--- config.mk ---
export PLATFORM = sky130hd
export DESIGN_NAME = sram_port_arbiter
export DESIGN_NICKNAME = d
export VERILOG_FILES = /design/src/rtl/sram_port_arbiter.sv
export SDC_FILE = /design/constraint.sdc
export NUM_CORES = 1
export LEC_CHECK = 0
export BUFFER_PORTS_ARGS = -buffer_cell sky130_fd_sc_hd__clkbuf_2
export CAP_MARGIN = 5
export CORE_MARGIN = 3
export CORE_UTILIZATION = 42
export DETAILED_ROUTE_END_ITERATION = 8
export PLACE_DENSITY = 0.77
export SYNTH_ARGS = -nofsm -noshare
export SYNTH_HDL_FRONTEND = slang
export SYNTH_SLANG_ARGS = --single-unit
--- constraint.sdc ---
create_clock -name clk -period 1.9 [get_ports clk]
set_input_delay 0.38 -clock clk [delete_from_list [all_inputs] [get_ports clk]]
set_output_delay 0.38 -clock clk [all_outputs]
set_load 0.01 [all_outputs]
--- src/rtl/sram_port_arbiter.sv ---
// Round-robin owner of the single SRAM port: burst-locked grants with a starvation cap,
// registered SRAM commands and in-order routing of read data back to the issuing requester.
module sram_port_arbiter #(
  parameter int ADDR_SIZE  = 10,
  parameter int WORD_SIZE  = 16,
  parameter int NUM_REQ    = 3,
  parameter int MAX_BURST  = 8,
  parameter int RD_LATENCY = 1
) (
  input  logic                                clk,
  input  logic                                reset_n,
  input  logic [NUM_REQ-1:0]                  req_valid,
  input  logic [NUM_REQ-1:0]                  req_we,
  input  logic [NUM_REQ-1:0]                  req_last,
  input  logic [NUM_REQ-1:0][ADDR_SIZE-1:0]   req_addr,
  input  logic [NUM_REQ-1:0][WORD_SIZE-1:0]   req_wdata,
  output logic [NUM_REQ-1:0]                  req_ready,
  output logic [NUM_REQ-1:0]                  rsp_valid,
  output logic [WORD_SIZE-1:0]                rsp_data,
  output logic                                mem_en,
  output logic                                mem_we,
  output logic [ADDR_SIZE-1:0]                mem_addr,
  output logic [WORD_SIZE-1:0]                mem_wdata,
  input  logic [WORD_SIZE-1:0]                mem_rdata,
  output logic [$clog2(NUM_REQ)-1:0]          grant_id,
  output logic                                busy,
  output logic                                state_dbg
);

  localparam int IDW = $clog2(NUM_REQ);
  localparam int CW  = $clog2(MAX_BURST + 1);

  localparam logic [0:0] ST_IDLE  = 1'b0;
  localparam logic [0:0] ST_GRANT = 1'b1;

  localparam logic [IDW-1:0] LAST_ID   = IDW'(NUM_REQ - 1);
  localparam logic [IDW:0]   NUM_REQ_W = (IDW+1)'(NUM_REQ);
  localparam logic [CW-1:0]  CNT_MAX   = CW'(MAX_BURST);

  // Handshake: a beat transfers in a cycle where req_valid[i] and req_ready[i] are both high;
  // req_ready is only ever raised for the current owner in GRANT and follows its req_valid.

  logic [0:0]           state_q, state_d;
  logic [IDW-1:0]       rr_ptr_q, rr_ptr_d;
  logic [IDW-1:0]       grant_q, grant_d;
  logic [CW-1:0]        cnt_q, cnt_d;
  logic                 mem_en_q, mem_en_d;
  logic                 mem_we_q, mem_we_d;
  logic [ADDR_SIZE-1:0] mem_addr_q, mem_addr_d;
  logic [WORD_SIZE-1:0] mem_wdata_q, mem_wdata_d;
  logic [IDW-1:0]       mem_id_q, mem_id_d;

  logic [RD_LATENCY-1:0]          pipe_v_q;
  logic [RD_LATENCY-1:0][IDW-1:0] pipe_id_q;
  logic [RD_LATENCY:0]            pipe_v_ext;
  logic [RD_LATENCY:0][IDW-1:0]   pipe_id_ext;
  logic [NUM_REQ-1:0]             rsp_valid_q, rsp_valid_d;
  logic [WORD_SIZE-1:0]           rsp_data_q, rsp_data_d;

  logic                 pick_found;
  logic [IDW-1:0]       pick_id;
  logic [IDW:0]         idx_ext;
  logic [NUM_REQ-1:0]   grant_oh;
  logic [NUM_REQ-1:0]   ready_c;
  logic                 accept;
  logic                 others_pending;
  logic [CW-1:0]        cnt_inc;
  logic                 release_c;
  logic                 ret_v;
  logic [IDW-1:0]       ret_id;

  // First requesting index at or after rr_ptr, wrapping modulo NUM_REQ.
  always_comb begin
    pick_found = 1'b0;
    pick_id    = '0;
    idx_ext    = '0;
    for (int k = 0; k < NUM_REQ; k++) begin
      idx_ext = {1'b0, rr_ptr_q} + (IDW+1)'(k);
      if (idx_ext >= NUM_REQ_W) idx_ext = idx_ext - NUM_REQ_W;
      if (!pick_found && req_valid[idx_ext[IDW-1:0]]) begin
        pick_found = 1'b1;
        pick_id    = idx_ext[IDW-1:0];
      end
    end
  end

  assign grant_oh       = NUM_REQ'(1) << grant_q;
  assign ready_c        = (state_q == ST_GRANT) ? (req_valid & grant_oh) : '0;
  assign accept         = |ready_c;
  assign others_pending = |(req_valid & ~grant_oh);
  assign cnt_inc        = (cnt_q == CNT_MAX) ? cnt_q : cnt_q + 1'b1;

  // The cap only bites when someone else is waiting; a lone owner streams indefinitely.
  assign release_c = (accept && req_last[grant_q]) || !req_valid[grant_q] ||
                     (accept && (cnt_inc == CNT_MAX) && others_pending);

  always_comb begin
    state_d     = state_q;
    rr_ptr_d    = rr_ptr_q;
    grant_d     = grant_q;
    cnt_d       = cnt_q;
    mem_en_d    = 1'b0;
    mem_we_d    = 1'b0;
    mem_addr_d  = mem_addr_q;
    mem_wdata_d = mem_wdata_q;
    mem_id_d    = mem_id_q;
    case (state_q)
      ST_IDLE: begin
        if (pick_found) begin
          state_d = ST_GRANT;
          grant_d = pick_id;
          cnt_d   = '0;
        end
      end
      ST_GRANT: begin
        if (accept) begin
          mem_en_d    = 1'b1;
          mem_we_d    = req_we[grant_q];
          mem_addr_d  = req_addr[grant_q];
          mem_wdata_d = req_wdata[grant_q];
          mem_id_d    = grant_q;
          cnt_d       = cnt_inc;
        end
        if (release_c) begin
          state_d  = ST_IDLE;
          rr_ptr_d = (grant_q == LAST_ID) ? '0 : grant_q + 1'b1;
        end
      end
      default: state_d = ST_IDLE;
    endcase
  end

  // Read return: {valid,id} travels alongside the SRAM latency, data is registered once more.
  assign pipe_v_ext  = {pipe_v_q, mem_en_q & ~mem_we_q};
  assign pipe_id_ext = {pipe_id_q, mem_id_q};
  assign ret_v       = pipe_v_q[RD_LATENCY-1];
  assign ret_id      = pipe_id_q[RD_LATENCY-1];
  assign rsp_valid_d = ret_v ? (NUM_REQ'(1) << ret_id) : '0;
  assign rsp_data_d  = ret_v ? mem_rdata : rsp_data_q;

  always_ff @(posedge clk or negedge reset_n) begin
    if (!reset_n) begin
      state_q     <= ST_IDLE;
      rr_ptr_q    <= '0;
      grant_q     <= '0;
      cnt_q       <= '0;
      mem_en_q    <= 1'b0;
      mem_we_q    <= 1'b0;
      mem_addr_q  <= '0;
      mem_wdata_q <= '0;
      mem_id_q    <= '0;
      pipe_v_q    <= '0;
      pipe_id_q   <= '0;
      rsp_valid_q <= '0;
      rsp_data_q  <= '0;
    end else begin
      state_q     <= state_d;
      rr_ptr_q    <= rr_ptr_d;
      grant_q     <= grant_d;
      cnt_q       <= cnt_d;
      mem_en_q    <= mem_en_d;
      mem_we_q    <= mem_we_d;
      mem_addr_q  <= mem_addr_d;
      mem_wdata_q <= mem_wdata_d;
      mem_id_q    <= mem_id_d;
      pipe_v_q    <= pipe_v_ext[RD_LATENCY-1:0];
      pipe_id_q   <= pipe_id_ext[RD_LATENCY-1:0];
      rsp_valid_q <= rsp_valid_d;
      rsp_data_q  <= rsp_data_d;
    end
  end

  assign req_ready = ready_c;
  assign rsp_valid = rsp_valid_q;
  assign rsp_data  = rsp_data_q;
  assign mem_en    = mem_en_q;
  assign mem_we    = mem_we_q;
  assign mem_addr  = mem_addr_q;
  assign mem_wdata = mem_wdata_q;
  assign grant_id  = grant_q;
  assign busy      = (state_q == ST_GRANT);
  assign state_dbg = state_q;

endmodule
; ---- Word-level counts from Yosys, hierarchy flattened
; Index checks and enable logic that the tools add are counted.
[op_classes]
bitwise = 6
n_lt_le_gt_ge = 7
n_reduce_logical = 16
shift = 2
muxes = 39
n_addsub = 7
eq_ne = 5
[op_table]
columns = cell, count
row1 = 16-bit binary-select mux with 2-bit select, 1
row2 = 10-bit binary-select mux with 2-bit select, 1
row3 = 16-bit 2-to-1 mux, 1
row4 = 1-bit 2-to-1 mux, 15
row5 = 2-bit 2-to-1 mux, 7
row6 = 1-bit binary-select mux with 2-bit select, 6
row7 = "2-bit by 3-bit < comparator with 1-bit output, second input constant", 4
row8 = 4-bit 2-to-1 mux, 3
row9 = 10-bit 2-to-1 mux, 1
row10 = "4-bit equality test, second input constant", 2
row11 = 4-bit case mux with 2 select lines, 1
row12 = 2-bit AND reduction, 4
row13 = 3-bit AND, 2
row14 = "3-bit by 2-bit greater-or-equal comparator with 1-bit output, second input constant", 2
row15 = 3-bit 2-to-1 mux, 2
row16 = 3-bit OR reduction, 2
row17 = "1-bit by 2-bit << shifter with 3-bit output, first input constant", 2
row18 = "2-bit subtractor, second input constant", 3
row19 = 1-bit logical AND, 5
row20 = "4-bit by 1-bit adder with 4-bit output, second input constant", 1
row21 = "2-bit by 1-bit adder with 3-bit output, second input constant", 1
row22 = "2-bit by 2-bit adder with 3-bit output, second input constant", 1
row23 = 1-bit logical NOT, 3
row24 = 3-bit NOT, 1
row25 = 9 further kinds, 11
[totals]
output_inout_bits = 54
ff_bits = 61

; ---- Longest topological paths before layout
[logic_depth]
depth_word = 13
depth_mapped = 8

; ---- Worst setup path after synthesis
; OpenSTA, ideal clock, no wires.
[synth_timing]
path_kind = flip-flop to flip-flop
from = register cnt_q[0]
to = register rr_ptr_q[0]
path_slack_ps = -63
n_path_buf = 0
required_time_ps = 1773
arrival_time_ps = 1836
path_stages_with_launch = 8
period_less_slack_ps = 1963
path_cell_list = dfrtp_1 > inv_1 > ha_1 > nor3_1 > a31o_2 > a31oi_1 > o41ai_2 > mux2_1
[synth_between]
elab_chain_len = 7
[synth_rtl]
columns = element, line_no
row1 = start: declaration, 46  ; logic [CW-1:0] cnt_q, cnt_d;
row2 = start signal: assignment, 160  ; cnt_q <= cnt_d;
row3 = 4-bit by 1-bit adder with 4-bit output or 4-bit equality test (tied branches), 91  ; assign cnt_inc = (cnt_q == CNT_MAX) ? cnt_q : cnt_q + 1'b1;
row4 = 4-bit 2-to-1 mux (*), 91
row5 = 4-bit equality test (*), 95  ; (accept && (cnt_inc == CNT_MAX) && others_pending);
row6 = 1-bit logical AND (*) (2 in series), 95
row7 = 1-bit logical OR (*), 94  ; assign release_c = (accept && req_last[grant_q]) || !req_valid[grant_q] ||
row8 = 2-bit AND reduction (no source line) (*), --
row9 = end signal: assignment, 158  ; rr_ptr_q <= rr_ptr_d;
row10 = end: declaration, 44  ; logic [IDW-1:0] rr_ptr_q, rr_ptr_d;
; Every way passes the cells marked *; elsewhere a longest branch is shown, timed or not.
; A chain may end at the register's enable or synchronous reset.

; ---- Worst setup path after layout
[layout_timing]
from = register cnt_q[0]
to = register rr_ptr_q[1]
; The elaborated chain is that of the path after synthesis.

==> flow_metrics.tcl <==
set metrics [dict create \
    finalPower_mw 7.43 \
    syn_nets 437 \
    die_y_um 94.4 \
    grt_pass1_wl_um 13100 \
    n_antenna_cell 0 \
    clkTransAtPathRegs_ns 0.08 \
    worstSetupEndpointType "flop" \
    layout_commonest_cell "clkbuf_2" \
    place_hpwl_um 6520 \
    yosysSeqAreaShare 0.465 \
    dr_total_vias 2983 \
    core_um2 7410 \
    synth_top_family_by_area "compound AO/OA/AOI/OAI gates" \
    synth_ff_type "dfrtp_1" \
    final_nets 600 \
    cp_max_fo 3 \
    critPathLaunchType "flop" \
    synthMuxAreaShare 0.160 \
    overflow 0 \
    power_density_nw_per_um2 1640 \
    critPathArrivalTime_ns 2.11 \
    synth_edf_count 0 \
    cts_num_sinks 61 \
    crit_type "reg -> reg" \
    cts.htree.levels 3 \
    r2r-end "rr_ptr_q[1]" \
    syn_avg_cell_area_um2 10.1 \
    ir_drop_v 0.000727 \
    cts_buffer_depth 2 \
    track_usage 0.189 \
    die_x_um 94.4 \
    finalClockSkew_ns 0.00977 \
    die_area_um2 8910 \
    yosys_warnings 0 \
    holdWs_ns 0.0537 \
    synthAdderAreaFrac 0.0229 \
    portBuffers 158 \
    report.final.slew_viol_count 0 \
    mostFrequentLayoutCells "clkbuf_2, dfrtp_1, nand2_1, nor2_1, mux2i_1" \
    post-place-ws_ns -0.0737 \
    cap_violations 0 \
    cts_tree "done" \
    reg2reg_depth 7 \
    drc 0 \
    r2r_slack_ns 0.006 \
    drt_first_pass_iters 6 \
    power.leakage_nw 2.36 \
    drive_gt1_frac 0.488 \
    syn_to_final_growth_pct 37.9 \
    fin_crit_ns 1.89 \
    globalplace.congestion 0.865 \
    io_pins 159 \
    fmax_mhz 528 \
    insertion_delay_ns 0.33 \
    tightest_slew_ns 0.699 \
    async_flop_share 1.00 \
    synth-compound-area-share 0.164 \
    setup_slack_ns 0.00583 \
    ys_types 50 \
    grt_antenna_before_repair 0 \
    num_rows 31 \
    hold_path.class "in -> async" \
    root_buffer "clkbuf_8" \
    synth_xor_area_frac 0 \
    synthCells 326 \
    setup_viol 0 \
    antenna_left 0 \
    viasPerCell 5.03 \
    finalHoldViolations 0 \
    synth_area_um2 3280 \
    ys_seq_elements 61 \
    slew-limit-headroom 0.534 \
    crit_end "rr_ptr_q[1]" \
    run_status "finished clean" \
    grt_pass1_vias 2911 \
    cts-buffers-inserted 9 \
    rsz0062_at_grt "true" \
    finalCoreUtilization 0.611 \
    grt_max_degree 62 \
    drtIter0Drc 108 \
    wl_per_cell_um 14.3 \
    r2r-start "cnt_q[0]" \
    routed_wl_um 8490 \
    yosys.area_share.simple 0.125 \
    initial_core_util 0.443 \
    critPathLaunch "cnt_q[0]" \
    fin_crit_sh 0.997 \
    required_ns 2.12 \
]
## registers in the layout (all words and copies together) (netlist names)
name / flops
mem_wdata: 16
rsp_data: 16
mem_addr: 10
cnt_q: 4
rsp_valid: 3
grant_id: 2
mem_id_q: 2
pipe_id_q: 2
rr_ptr_q: 2
busy: 1
mem_en: 1
mem_we: 1
pipe_v_q: 1
## metal layers
metal / track usage / up-vias / share of wire
met4: 0.0770 / 0 / 0.015
li1: - / 1463 / -
met3: 0.0534 / 15 / 0.098
met5: 0 / - / 0
met1: 0.220 / 1378 / 0.40
met2: 0.326 / 127 / 0.49
## Yosys cell counts (3+ instances only)
library cell	instances	area share
clkbuf_8	3	0.013
buf_2	7	0.011
ha_1	6	0.023
a31oi_1	3	0.0057
clkbuf_1	9	0.010
dfrtp_1	61	0.47
nand2_1	34	0.039
nor2_1	35	0.040
buf_6	3	0.010
o21ai_0	29	0.044
inv_1	9	0.010
o21a_1	3	0.0069
buf_4	3	0.0069
mux2i_1	30	0.091
nand2b_1	3	0.0057
mux2_2	18	0.062
nor2b_1	3	0.0057
a21oi_1	27	0.041
## timing repair
item / in CTS / in global routing
pin swaps: 2 / 2
endpoints found under the setup margin: 4 / 7
gates resized for setup: 2 / 13
buffers inserted: 2 / 3
hold buffers: 0 / 0
## where the power goes
group,total (mW),switching (mW),internal [mW]
combinational,3.72,1.97,1.76
clock,1.41,0.536,0.877
sequential,2.29,0.400,1.89
total,7.43,2.90,4.53
## metrics by stage
stage | cells | instance area, um2 | setup TNS (ns)
after floorplan | 326 | 3300 | 0
after global placement | 572 | 4180 | 0
after detailed placement | 572 | 4180 | -0.173
after CTS | 590 | 4450 | 0
after global routing | 593 | 4530 | -0.226
final | 593 | 4530 | 0
## critical path: stages, from the launching register on
cell	delay, ns
dfrtp_1	0.42
inv_2	0.11
ha_4	0.15
nand3b_1	0.14
o32ai_2	0.18
a31oi_1	0.13
o41ai_4	0.30
mux2_1	0.36
## logic make-up after synthesis
logic type / Yosys count
compound gates: 84
flops: 61
buf+inv: 35
fa+ha+maj: 6
mux: 50
simple gates: 90
## worst min path at each step
stage	endpoint	cells past startpoint
after floorplan	busy	0
after detailed placement	pipe_id_q[0]	0
after global routing	mem_addr[0]	2
final	mem_wdata[14]	2
after CTS	mem_wdata[14]	2
after global placement	pipe_id_q[0]	0
## cell type report
| class | count | area [um2] |
|---|---|---|
| inverter | 10 | 37.5 |
| clock buffer | 9 | 124 |
| timing repair buffer | 177 | 950 |
| fill | 664 | 2880 |
| clock inverter | 7 | 124 |
| sequential | 61 | 1530 |
| multi-input combinational | 230 | 1640 |
| tap | 99 | 124 |
Note: power is estimated with default switching activity, not from simulation.
